File: config.mk
export PLATFORM = sky130hd
export DESIGN_NAME = serial_bit_transmitter
export DESIGN_NICKNAME = d
export VERILOG_FILES = /design/src/rtl/serial_bit_transmitter.sv
export SDC_FILE = /design/constraint.sdc
export NUM_CORES = 1
export LEC_CHECK = 0
export BUFFER_PORTS_ARGS = -buffer_cell sky130_fd_sc_hd__buf_2
export CAP_MARGIN = 20
export CORE_MARGIN = 8
export CORE_UTILIZATION = 53
export CTS_CLUSTER_DIAMETER = 50
export DETAILED_ROUTE_END_ITERATION = 10
export PLACE_DENSITY = 0.82
export SLEW_MARGIN = 30
export SYNTH_ARGS = -nofsm -noshare
export SYNTH_HDL_FRONTEND = slang
export SYNTH_SLANG_ARGS = --single-unit
File: constraint.sdc
create_clock -name CLK -period 2.45 [get_ports CLK]
set_clock_uncertainty 0.05 [all_clocks]
set_input_delay 0.245 -clock CLK [delete_from_list [all_inputs] [get_ports CLK]]
set_output_delay 0.245 -clock CLK [all_outputs]
set_load 0.05 [all_outputs]
File: src/rtl/serial_bit_transmitter.sv
// serial_bit_transmitter
//   Parallel-to-serial source for a flip-flop based serial receiver. A word
//   accepted over DIN/DIN_VALID/DIN_READY is shifted out on SER_D, one bit
//   per DIV system clocks. SER_CLK rises in the middle of each bit period, so
//   a receiver D flip-flop clocked by SER_CLK sees each bit with DIV/2 cycles
//   of setup margin.
// Ports
//   CLK        system clock, rising edge
//   RST_N      asynchronous active-low reset
//   DIN        word to transmit, sampled on handshake
//   DIN_VALID  DIN holds a valid word
//   DIN_READY  idle, a word can be accepted
//   SER_CLK    generated bit clock
//   SER_D      serial data, stable for the whole bit period
//   SER_FRAME  high while a word is being shifted out
//   DONE       one-cycle pulse after the last bit period
// All outputs are registered.
module serial_bit_transmitter #(
  parameter int unsigned DATA_W    = 8,
  parameter int unsigned DIV       = 4,
  parameter bit          MSB_FIRST = 1'b1
) (
  input  logic              CLK,
  input  logic              RST_N,
  input  logic [DATA_W-1:0] DIN,
  input  logic              DIN_VALID,
  output logic              DIN_READY,
  output logic              SER_CLK,
  output logic              SER_D,
  output logic              SER_FRAME,
  output logic              DONE
);

  localparam int unsigned DW = (DIV > 2) ? $clog2(DIV) : 1;
  localparam int unsigned BW = (DATA_W > 1) ? $clog2(DATA_W) : 1;
  localparam logic [DW-1:0] DIV_LAST = DW'(DIV - 1);
  localparam logic [DW-1:0] DIV_HALF = DW'(DIV / 2);
  localparam logic [BW-1:0] BIT_LAST = BW'(DATA_W - 1);

  typedef enum logic [1:0] {ST_IDLE, ST_SHIFT, ST_DONE} state_t;

  state_t            state, state_d;
  logic [DW-1:0]     div_cnt, div_d;
  logic [BW-1:0]     bit_cnt, bit_d;
  logic [DATA_W-1:0] sh, sh_d;
  logic              ready_d, clk_d, d_d, frame_d, done_d;

  always_ff @(posedge CLK or negedge RST_N) begin
    if (!RST_N) begin
      state     <= ST_IDLE;
      div_cnt   <= '0;
      bit_cnt   <= '0;
      sh        <= '0;
      DIN_READY <= 1'b1;
      SER_CLK   <= 1'b0;
      SER_D     <= 1'b0;
      SER_FRAME <= 1'b0;
      DONE      <= 1'b0;
    end else begin
      state     <= state_d;
      div_cnt   <= div_d;
      bit_cnt   <= bit_d;
      sh        <= sh_d;
      DIN_READY <= ready_d;
      SER_CLK   <= clk_d;
      SER_D     <= d_d;
      SER_FRAME <= frame_d;
      DONE      <= done_d;
    end
  end

  // Next-state logic computes the next value of every registered output, so
  // the outputs change on the same edge as the state they belong to.
  always_comb begin
    state_d = state;
    div_d   = div_cnt;
    bit_d   = bit_cnt;
    sh_d    = sh;
    ready_d = 1'b0;
    clk_d   = 1'b0;
    d_d     = 1'b0;
    frame_d = 1'b0;
    done_d  = 1'b0;
    case (state)
      ST_IDLE: begin
        ready_d = 1'b1;
        if (DIN_VALID) begin
          state_d = ST_SHIFT;
          sh_d    = DIN;
          div_d   = '0;
          bit_d   = '0;
          ready_d = 1'b0;
          frame_d = 1'b1;
          d_d     = MSB_FIRST ? DIN[DATA_W-1] : DIN[0];
        end
      end
      ST_SHIFT: begin
        frame_d = 1'b1;
        d_d     = SER_D;
        if (div_cnt == DIV_LAST) begin
          div_d = '0;
          if (bit_cnt == BIT_LAST) begin
            state_d = ST_DONE;
            bit_d   = '0;
            frame_d = 1'b0;
            done_d  = 1'b1;
            d_d     = 1'b0;
          end else begin
            bit_d = bit_cnt + 1'b1;
            if (MSB_FIRST) begin
              sh_d = sh << 1;
              d_d  = sh_d[DATA_W-1];
            end else begin
              sh_d = sh >> 1;
              d_d  = sh_d[0];
            end
          end
        end else begin
          div_d = div_cnt + 1'b1;
          clk_d = (div_d >= DIV_HALF);
        end
      end
      ST_DONE: begin
        state_d = ST_IDLE;
        ready_d = 1'b1;
      end
      default: begin
        state_d = ST_IDLE;
        ready_d = 1'b1;
      end
    endcase
  end

endmodule
==> summary.txt <==
Run status
  • Status: complete, no violations

Detailed routing
  • DR vias/cell: 5.40
  • Remaining DRCs: 0
  • Initial DRT Pass Iterations: 4
  • Total number of vias: 545
  • Post-route ant nets: 0
  • Wire per inst: 15.5 um
  • Drt initial violations: 7
  • Post-Route WL: 1560 um

Power and ir drop
  • Pleak: 0.000529 uW
  • Comb pwr share: 48.1%
  • Clock power frac: 12.2%
  • Pint: 810 uW
  • Power Dens Cells: 1230 nW/um2
  • Switch share: 36.2%
  • Total power: 1270 uW
  • Seq pwr share: 39.6%
  • P_sw: 459 uW
  • Max VDD drop: 0.622 mV

Synthesis
  • Post-synth EDFFs: 0
  • Netlist cell types: 29
  • FF+latch count, synth: 19
  • Share of async-settable or async-resettable flops after synthesis: 100%
  • Yosys warns: 0
  • Main flop type after synthesis: dfrtp_1
  • Seq/Total Area, Yosys: 51.7%
  • Leading post-synthesis cells by cell area: dfrtp_1 (49%), mux2_2 (13%), mux2_4 (6.5%)
  • Synth top area share: 48.8%
  • Mapped Area: 922 um2
  • Leading area contributor after synthesis: dfrtp_1
  • Mapped Cells: 67
  • Mean Syn Cell Area: 13.8 um2
  • Syn_nets: 82

Floorplanning
  • Initial Util: 54.6%
  • Rows: 15
  • Die Y: 57.7 um
  • Core Region: 1690 um2
  • IO Pins: 16
  • Die ar.: 3330 um2
  • Die Width: 57.7 um

Placement
  • Final GP Congestion: 0.784
  • Placed cell areas: 996 um2
  • Port Buffer Count: 15
  • DP HPWL: 1160 um

GRT
  • Total congestion overflow: 0
  • Initial antenna violation count: 0
  • Largest net degree at the start of global routing: 20
  • Tot GR Track Use: 10.1%
  • First-pass GRT wire length: 2550 um
  • Number of global-route vias before repair: 573

Final layout
  • Layout cells sized above 1: 50.0%
  • Nets: 100
  • Ant diodes: 0
  • Area grow syn2layout: 11.9%
  • Finished Cell Area: 1030 um2

Timing
  • Final Hold Fails: 0
  • Period utilization: 78.5%
  • Final setup viols: 0
  • Fin Setup TNS: 0 ps
  • Post-route minimum period: 1920 ps
  • Worst slew margin: 62.9%
  • Final Slew Violations: 0
  • Slew @ Worst Pin: 555 ps
  • WHS: 205 ps
  • Max Clock Freq: 520 MHz
  • RSZ-0062 raised after global routing: no

CTS
  • Post_cts resized: 0
  • Bufs on Longest Clock Path: 2
  • Clk sinks: 19
  • Clock slew at reported path FFs: 100 ps
  • Clock Latency Late Sink: 290 ps
  • CTS tree: yes
  • CTS buffer count: 3
  • Root buffer cell: clkbuf_4
  • Post-CTS Setup Bufs: 0
  • H-tree Lvls: 1

Critical path
  • Startpoint Class: register
  • Worst-path fanout max: 7
  • Kind of critical path: register to register
  • Worst Setup End Kind: register
  • Worst EP arrival: 2060 ps
  • Critical Path RT: 2590 ps

Job
  • Max-cap violations: 0

Worst hold path
  • Min-Delay Path Class: input pin to register
[area by class of cell]
class | count | area, um2
multi-input combinational | 44 | 419
sequential | 19 | 477
tap | 17 | 21.3
fill | 137 | 657
inverter | 1 | 3.75
timing repair buffer | 16 | 85.1
clock buffer | 4 | 26.3
[kinds of logic (layout without fill, tap and decap cells)]
logic type,count (synthesis),in the layout,synth area share (%)
multiplexers,15,15,19.9
buffers and inverters,4,21,2.85
AO/OA/AOI/OAI,11,11,8.55
adder cells (fa/ha/maj),4,4,5.43
AND/OR/NAND/NOR,14,14,11.5
flip-flops,19,19,51.7
[critical path, stage by stage (launching register included)]
cell      delay [ps]
dfrtp_1          410
ha_1             220
ha_1             210
nand3b_1         180
a21oi_2          360
mux2_2           390
[synthesized netlist by cell type (all sizes together) (2+ instances only)]
library cell	number
a21oi	3
a22o	2
a31oi	2
and3	2
buf	2
dfrtp	18
ha	4
mux2	15
nand2b	2
nand3b	3
[power by group through the flow]
stage          logic, uW  registers (uW)  clock network (uW)
6_report             611             503                 155
5_1_grt              662             518                 177
4_1_cts              622             505                 159
3_5_place_dp         617             512                   0
3_3_place_gp         603             505                   0
2_1_floorplan        440             574                   0
[path summary, 6_finish.rpt]
kind                       startpoint          to  slack, ps  depth (start not counted)
hold / removal                 DIN[7]       SER_D        210                          3
min in group asynchronous       RST_N       SER_D        350                          2
max in group asynchronous       RST_N   DIN_READY       1660                          2
setup / recovery           bit_cnt[0]       sh[2]        530                          5
setup reg to reg           bit_cnt[0]       sh[2]        530                          5
hold reg to reg            div_cnt[1]  div_cnt[1]        460                          1
[sequential cells by signal, summed over array words and instances (netlist names)]
signal,count
DIN_READY,1
DONE,1
SER_CLK,1
SER_D,1
SER_FRAME,1
bit_cnt,3
div_cnt,2
sh,7
state,2
[timing repair]
action	in CTS	in global routing
endpoints found under the setup margin	0	0
endpoints found under the hold margin	18	0
hold buffers	1	0
[metal layers]
metal	part of all wire [%]	global-route usage, %	up-vias
li1	-	-	278
met1	47	10.9	248
met2	45	16.1	14
met3	4.9	4.19	5
met4	2.3	6.29	0
met5	0	0	-
[cells in the final DEF (no fill, tap or decap), types with 2 or more instances in the layout]
| master | count |
|---|---|
| dfrtp_1 | 18 |
| buf_2 | 15 |
| mux2_2 | 11 |
| mux2_4 | 4 |
| ha_1 | 4 |
| nand3b_1 | 3 |
| clkbuf_4 | 3 |
| a31oi_1 | 2 |
| and3_2 | 2 |
| a21oi_1 | 2 |
[through the flow]
stage,utilization [%],std cells,setup WS [ps]
floorplan,-,67,688
global placement,59.0,96,536
finish,61.1,101,528
global route,61.1,101,426
detailed placement,59.0,96,531
CTS,61.1,101,514
Note: power is estimated with default switching activity, not from simulation.
